**src/rtl/seg_scan_ctrl.sv**
```systemverilog
`timescale 1ns / 1ps
// -----------------------------------------------------------------------------
// seg_scan_ctrl
//
// Time-multiplexed scan controller for an 8-digit seven-segment display.
// Only one anode is driven at a time, and that digit's nibble is presented to
// the shared BCD_to_7seg decoder. Each digit slot starts with a short blank
// period, with all anodes off, to prevent ghosting. New display contents are
// double-buffered: a load fills the pending buffer, and the pending buffer is
// copied into the active buffer only at the frame wrap. A frame therefore
// never shows a mix of old and new digits.
//
// Parameters
//   REFRESH_DIV   clocks per digit slot. Must be greater than BLANK_CYCLES.
//   BLANK_CYCLES  clocks at the start of each slot with all anodes off (>= 1).
//
// Ports
//   clk          system clock
//   rst_n        asynchronous, active-low reset
//   digit_data   eight BCD nibbles; [3:0] is digit 0 (rightmost)
//   digit_en     per-digit enable, sampled live; 0 keeps that anode off
//   dp_mask      per-digit decimal point (1 = lit), sampled live
//   load         one-cycle strobe that captures digit_data into the pending buffer
//   anode        active-low digit selects; at most one bit is low
//   bcd_q        nibble for the current digit, to the decoder
//   dp_n         active-low decimal point for the current digit
//   digit_idx    index of the current slot
//   frame_start  one-cycle pulse in the first blank cycle after the index wraps to 0
//
// Optional feature (compile-time macro LEADING_ZERO_BLANK_EN)
//   When this macro is defined, leading zeros in the active buffer are kept
//   dark. Digit 0 is never suppressed. Slot timing does not change.
// -----------------------------------------------------------------------------
module seg_scan_ctrl #(
  parameter int unsigned REFRESH_DIV  = 100000,
  parameter int unsigned BLANK_CYCLES = 16
) (
  input  logic        clk,
  input  logic        rst_n,
  input  logic [31:0] digit_data,
  input  logic [7:0]  digit_en,
  input  logic [7:0]  dp_mask,
  input  logic        load,
  output logic [7:0]  anode,
  output logic [3:0]  bcd_q,
  output logic        dp_n,
  output logic [2:0]  digit_idx,
  output logic        frame_start
);

  localparam int unsigned CNT_W = $clog2(REFRESH_DIV);
  localparam logic [CNT_W-1:0] BLANK_LAST = CNT_W'(BLANK_CYCLES - 1);
  localparam logic [CNT_W-1:0] DRIVE_LAST = CNT_W'(REFRESH_DIV - 1);

  typedef enum logic {
    ST_BLANK = 1'b0,
    ST_DRIVE = 1'b1
  } state_t;

  state_t           state, state_nxt;
  logic [CNT_W-1:0] cnt, cnt_nxt;
  logic [2:0]       idx_nxt;
  logic             wrap;

  logic [31:0]      active, active_nxt;
  logic [31:0]      pending;
  logic             pend_valid, pend_valid_nxt;
  logic             commit;

  logic [7:0]       suppress;
  logic [7:0]       anode_d;
  logic [3:0]       bcd_d;
  logic             dp_n_d;

  // ---------------------------------------------------------------------------
  // State register. The outputs are registered here as well. They are built
  // from next-state values, so each output lines up with the slot phase it
  // belongs to.
  // ---------------------------------------------------------------------------
  // NOTE: sequential state is assigned with <= so every register samples the
  // pre-edge values and simulation matches the synthesized flops.
  // NOTE: the digit buffers are small and must read as zero after reset, so
  // they get an async reset like the rest of the state.
  always_ff @(posedge clk or negedge rst_n) begin
    if (!rst_n) begin
      state       <= ST_BLANK;
      cnt         <= '0;
      digit_idx   <= 3'd0;
      active      <= '0;
      pending     <= '0;
      pend_valid  <= 1'b0;
      anode       <= 8'hFF;
      bcd_q       <= 4'd0;
      dp_n        <= 1'b1;
      frame_start <= 1'b0;
    end else begin
      state       <= state_nxt;
      cnt         <= cnt_nxt;
      digit_idx   <= idx_nxt;
      active      <= active_nxt;
      pend_valid  <= pend_valid_nxt;
      if (load) begin
        pending <= digit_data;
      end
      anode       <= anode_d;
      bcd_q       <= bcd_d;
      dp_n        <= dp_n_d;
      frame_start <= wrap;
    end
  end

  // ---------------------------------------------------------------------------
  // Next-state logic: slot counter, FSM and digit index.
  // ---------------------------------------------------------------------------
  // NOTE: every combinational output gets a default before the case, so no
  // path leaves it unassigned and no latch is inferred.
  always_comb begin
    state_nxt = state;
    cnt_nxt   = cnt + 1'b1;
    idx_nxt   = digit_idx;
    wrap      = 1'b0;
    unique case (state)
      ST_BLANK: begin
        if (cnt == BLANK_LAST) begin
          state_nxt = ST_DRIVE;
        end
      end
      ST_DRIVE: begin
        if (cnt == DRIVE_LAST) begin
          state_nxt = ST_BLANK;
          cnt_nxt   = '0;
          idx_nxt   = digit_idx + 3'd1;
          wrap      = (digit_idx == 3'd7);
        end
      end
      default: ;
    endcase
  end

  // ---------------------------------------------------------------------------
  // Double buffer. The commit reads pending before this cycle's load
  // overwrites it. A load that coincides with the commit therefore stays
  // pending for the next frame.
  // ---------------------------------------------------------------------------
  always_comb begin
    commit         = wrap && pend_valid;
    active_nxt     = commit ? pending : active;
    pend_valid_nxt = pend_valid;
    if (commit) begin
      pend_valid_nxt = 1'b0;
    end
    if (load) begin
      pend_valid_nxt = 1'b1;
    end
  end

  // ---------------------------------------------------------------------------
  // Leading-zero suppression. This is computed from the active buffer value
  // that will be on display in the next cycle.
  // ---------------------------------------------------------------------------
`ifdef LEADING_ZERO_BLANK_EN
  always_comb begin
    logic higher_zero;
    higher_zero = 1'b1;
    suppress    = '0;
    // Walk down from digit 7. A digit goes dark only while it and every
    // digit above it are zero.
    for (int i = 7; i >= 1; i--) begin
      higher_zero = higher_zero & (active_nxt[4*i +: 4] == 4'd0);
      suppress[i] = higher_zero;
    end
  end
`else
  assign suppress = '0;
`endif

  // ---------------------------------------------------------------------------
  // Output logic. bcd_q tracks the slot's digit in both states, so the
  // decoder has already settled when the anode turns on.
  // ---------------------------------------------------------------------------
  always_comb begin
    anode_d = 8'hFF;
    dp_n_d  = 1'b1;
    bcd_d   = active_nxt[{idx_nxt, 2'b00} +: 4];
    if (state_nxt == ST_DRIVE && !suppress[idx_nxt]) begin
      anode_d[idx_nxt] = ~digit_en[idx_nxt];
      dp_n_d           = ~dp_mask[idx_nxt];
    end
  end

endmodule

```
**config.mk**
```make
export PLATFORM = sky130hd
export DESIGN_NAME = seg_scan_ctrl
export DESIGN_NICKNAME = d
export VERILOG_FILES = /design/src/rtl/seg_scan_ctrl.sv
export SDC_FILE = /design/constraint.sdc
export NUM_CORES = 1
export LEC_CHECK = 0
export ABC_AREA = 1
export CORE_UTILIZATION = 50
export CTS_BUF_LIST = sky130_fd_sc_hd__clkbuf_8
export DETAILED_ROUTE_END_ITERATION = 8
export MAX_ROUTING_LAYER = met4
export PLACE_DENSITY = 0.72
export SYNTH_ARGS = -nofsm -noshare
export SYNTH_HDL_FRONTEND = slang
export SYNTH_SLANG_ARGS = --single-unit
```
**constraint.sdc**
```tcl
create_clock -name clk -period 3.2 [get_ports clk]
set_input_delay 0.32 -clock clk [delete_from_list [all_inputs] [get_ports clk]]
set_output_delay 0.32 -clock clk [all_outputs]
set_load 0.01 [all_outputs]
```
# After elaboration in Yosys (flattened, before gate mapping)
# Memories as Yosys holds them, arrays and structs flattened.
# Cells that the tools add are included.
[word_totals]
in_bits = 51
output_inout_bits = 17
reg_bits = 100
n_memories = 1
romBits = 8
word_cells = 50
[op_classes]
bitwise_logic = 5
n_eq_ne = 3
addsub = 2
n_mux = 21
n_reduce_logical = 5
shift = 1
magnitude_cmp = 2
[memory_table]
columns = ["memory", "depth", "width", "rd", "rd_clocked_by_memory_dff", "wr", "line", "rtl"]
rows = [
  ["(name not given)", 8, 1, 1, 0, 0, "185", "if (state_nxt == ST_DRIVE && !suppress[idx_nxt]) begin"],
]
[op_table]
columns = ["operator", "n"]
rows = [
  ["$mux 17", 2],
  ["$mux 32", 1],
  ["$shiftx 32x6->4", 1],
  ["$add 17x1->17 const B", 1],
  ["$eq 17x17->1 const B", 1],
  ["$eq 17x4->1 const B", 1],
  ["$mux 1", 11],
  ["$mux 8", 1],
  ["$not 8->8", 1],
  ["$or 8x8->8", 1],
  ["$bmux 1 s3", 2],
  ["$mux 3", 2],
  ["$lt 3x4->1 const B", 1],
  ["$add 3x1->3 const B", 1],
  ["$demux 1 s3", 1],
  ["$eq 3x3->1 const B", 1],
  ["$ge 3x1->1 const B", 1],
  ["$logic_and 1x1->1", 3],
  ["$not 1->1", 3],
  ["$pmux 1 s2", 1],
  ["$reduce_bool 2->1", 1],
  ["$logic_not 1->1", 1],
]

# Longest topological paths before layout
[depth]
word_depth = 10
mapped_depth = 15
mapped_depth_nobuf = 14

# Least setup slack after synthesis
# No wires, ideal clock.
[synth_timing]
path_kind = "register to register"
from = "reg digit_idx[0]"
to = "reg anode[0]"
setup_slack_ps = 1390
t_required_ps = 3112
setup_ps = 88
path_stages_with_launch = 11
synth_period_minus_slack_ps = 1810
arrival_time_ps = 1722
path_cell_list = "dfrtp_1 > ha_1 > ha_1 > inv_1 > nand4_1 > nand2_2 > nor2_4 > nand3_1 > nand2_1 > nor2_4 > nand3_1"
[synth_via]
elab_chain_cells = 10
[synth_lines]
columns = ["element", "line", "rtl"]
rows = [
  ["start, declared", "47", "output logic [2:0] digit_idx,"],
  ["start signal, assigned", "99", "digit_idx <= idx_nxt;"],
  ["$add 3x1->3", "132", "idx_nxt = digit_idx + 3'd1;"],
  ["$mux 3", "129", "if (cnt == DRIVE_LAST) begin"],
  ["$mux 3 (*)", "122", "unique case (state)"],
  ["$lt 3x4->1 (implied by the code) or $ge 3x1->1 (tied branches)", "186", "anode_d[idx_nxt] = ~digit_en[idx_nxt];"],
  ["$logic_and 1x1->1 (implied by the code)", "186", ""],
  ["$mux 1 (implied by the code)", "186", ""],
  ["$demux 1 s3", "186", ""],
  ["$not 8->8 (no line)", "--", ""],
  ["$or 8x8->8 (no line)", "--", ""],
  ["$mux 8 (*)", "185", ""],
  ["net anode_d[0]", "71", "logic [7:0] anode_d;"],
  ["end signal, assigned", "105", "anode <= anode_d;"],
  ["end, declared", "44", "output logic [7:0] anode,"],
]
# The timed path passes the listed nets; every way through them passes the cells marked *. The select of a mux whose other input is x is not followed.
# A chain may end at the register's enable or synchronous reset.

# Worst setup path after layout
[layout_timing]
from = "reg cnt[0]"
to = "reg bcd_q[0]"
[layout_via]
elab_chain_cells = 6
[layout_lines]
columns = ["element", "line", "rtl"]
rows = [
  ["start, declared", "61", "logic [CNT_W-1:0] cnt, cnt_nxt;"],
  ["start signal, assigned", "98", "cnt <= cnt_nxt;"],
  ["$eq 17x17->1 (*)", "129", ""],
  ["$mux 1", "129", ""],
  ["$mux 1", "122", ""],
  ["$logic_and 1x1->1", "146", "commit = wrap && pend_valid;"],
  ["$mux 32", "147", "active_nxt = commit ? pending : active;"],
  ["$shiftx 32x6->4 (*)", "184", "bcd_d = active_nxt[{idx_nxt, 2'b00} +: 4];"],
  ["net bcd_d[0]", "72", "logic [3:0] bcd_d;"],
  ["end signal, assigned", "93", "bcd_q <= 4'd0;"],
  ["end signal, assigned", "106", "bcd_q <= bcd_d;"],
  ["end, declared", "45", "output logic [3:0] bcd_q,"],
]
# The timed path passes the listed nets; every way through them passes the cells marked *.

==> metrics <==
outcome completed; drt via density just over 5; CP endpoint kind register; worst-margin pin slew 0.988 ns; grt peak-use layer met2; Setup-failing EPs final 0; antenna violations before repair 0; CTS H-tree depth 3; sequential fraction of the synthesis area 0.529; post-synthesis cell type count 29; TNS Setup 0 ns; DRT iter0 DRCs approximately 190; CP cell instances ha_1, nand2_1, inv_2, nand2_4, nor2_4, nand3_4, nor2_4, nand3_1, nand3_1, nand3_1, nand2_1, inv_1, nand2_1; Cell Area, Synth 4750 µm²; Post-DP HPWL around 7300 µm; Core ar. roughly 9200 µm²; drt total wl just over 10000 µm; Max Cap Violations 0; Port Buffers 67; kind of critical path register to register; # fillers between 800 and 900; dpl cells between 700 and 800; CTS Sinks 100; GR met1 Demand/Resource 0.314; I/O pin count 68; Cells after Synth roughly 570; Syn Area/Cell between 8 and 9 µm²; Reg2Reg Launch Point cnt[0]; Post-CTS Repair Setup Buffers 0; CP startpoint kind register; layout cells sized above 1 0.0995; Synth Register Bits 100; WP data required roughly 3.5 ns; crit path max fanout 33; Arr. time, crit path roughly 2.8 ns; Initial Utilization 0.514; Pre-Repair DR Iteration Count 7; Fmax about 0.41 GHz; Die ar. roughly 10000 µm²; drt wl/cell ~14 µm; GRT Util Overall 0.243; CP max-delay cell nor2_4; largest area contributor in the synthesized netlist dfrtp_1; GRT met3 Usage 0.0464; num rows 35; Crit path max-delay family simple AND/OR/NAND/NOR gates; Pins Over Slew Limit 0; Final Hold Viols 0; Max-slew headroom 0.341; Layout Cells excl Fill 762; power density over the cells 409 nW/µm²; Mapped Nets approximately 620; clock root cell clkbuf_8; Period Utilization, post-route 0.766; clock skew after layout 0.0129 ns; CTS Hold Bufs 0; GRT overflow 0; setup repair after global routing missed its margin no; first-pass GRT wire length 18500 µm; drt drc 0; Leakage ~2.9 nW; post_cts resized 0; met2 usage 0.392; Layout area overhead 19.9%; height of the die slightly below 100 µm; Yosys top cell area share 0.479; Num CTS Buffers 9; CP Launch Point cnt[0]; vias about 4000; clk_lat worst skew around 0.37 ns; largest net degree at the start of global routing between 60 and 70; Crit path largest cell delay just under 0.6 ns; CTS tree built; routability cong. between 0.8 and 0.9; YS warnings 0; die boundary width 99.5 µm; clock slew at reported path FFs approximately 0.1 ns; Routed Antenna Nets 0; Layout Utilization 0.617; synth top area cells dfrtp_1 48%, nand2_1 17%, nand3_1 11%, dfstp_2 5.0%, inv_1 3.1%; maximum vdd drop about 0.00026 V; final net count 682; CTS Buffer Depth 2; Tmin final roughly 2.5 ns; Buf/Inv on CP 2; n_diodes 0; HP Class input port to asynchronous set/reset pin; vias in the first global route 3924
[placed cells by master (no fill, tap or decap), drive strengths merged]
cell           instances
nand4                  9
clkinv                 3
nor4                   1
inv                   47
ha                     3
o211ai                 1
nand3                112
dfstp                  9
o21ai                  8
dfrtp                 91
buf                    6
nor3                   3
clkdlybuf4s50         66
xor2                   5
a31o                   1
nand2                222
bufinv                 1
or2                    1
nor2                  33
clkbuf                 9
a21oi                  2
[routing by layer]
metal	share of wire	vias to the layer above
met4	0.016	0
met5	0	-
met2	0.49	109
met1	0.44	1868
met3	0.051	14
li1	-	1932
[metrics by stage]
step	cell area, µm²	hold WS [ns]	setup slack (ns)	total power, mW
CTS	5700	0.0361	0.767	2.35
floorplan	4750	0.0244	1.39	1.39
global placement	5480	0.430	0.920	1.50
global route	5700	0.0537	0.477	2.43
finish	5700	0.000531	0.749	2.33
detailed placement	5480	0.446	0.797	1.50
[where the power goes]
group	leakage [nW]	internal, mW	switching [mW]
logic	1.52	0.0763	0.0690
registers	1.28	1.30	0.0265
clock network	0.110	0.384	0.476
total	2.92	1.76	0.571
[kinds of logic (layout without fill, tap and decap cells)]
family,count (synthesis),count (layout),synth area share
fa+ha+maj,3,3,0.00790
compound gates,12,12,0.0163
buf+inv,67,132,0.0634
simple gates,381,381,0.374
flops,100,100,0.529
xor+xnor,5,5,0.00921
[area by class of cell]
type | instances | area [µm²] | share of cell area
sequential | 100 | 2510 | 0.441
multi-input combinational | 401 | 1940 | 0.340
timing repair buffer | 72 | 706 | 0.124
inverter | 44 | 165 | 0.0290
tap | 129 | 161 | 0.0283
clock buffer | 9 | 124 | 0.0217
clock inverter | 7 | 90.1 | 0.0158
[state kept, by name (all words and copies together) (netlist names)]
register / flops
cnt: 17
active: 32
bcd_q: 4
state: 1
pend_valid: 1
digit_idx: 3
frame_start: 1
dp_n: 1
pending: 32
anode: 8
[Yosys cell counts, drive strengths merged]
master and number:
a21oi 2, a31o 1, buf 10, clkbuf 13, clkinv 1, dfrtp 91, dfstp 9, ha 3
inv 43, nand2 222, nand3 112, nand4 9, nor2 33, nor3 3, nor4 1, o211ai 1
o21ai 8, or2 1, xor2 5
[path summary, 6_finish.rpt]
kind,endpoint,slack [ns],cells after the start
max reg2reg,bcd_q[0],0.75,13
min,cnt[12],0.0005,1
min in group clk,pending[20],0.47,3
min reg2reg,active[10],0.47,2
max in group asynchronous,pending[18],2.41,2
max,bcd_q[0],0.75,13
Note: power is estimated with default switching activity, not from simulation.
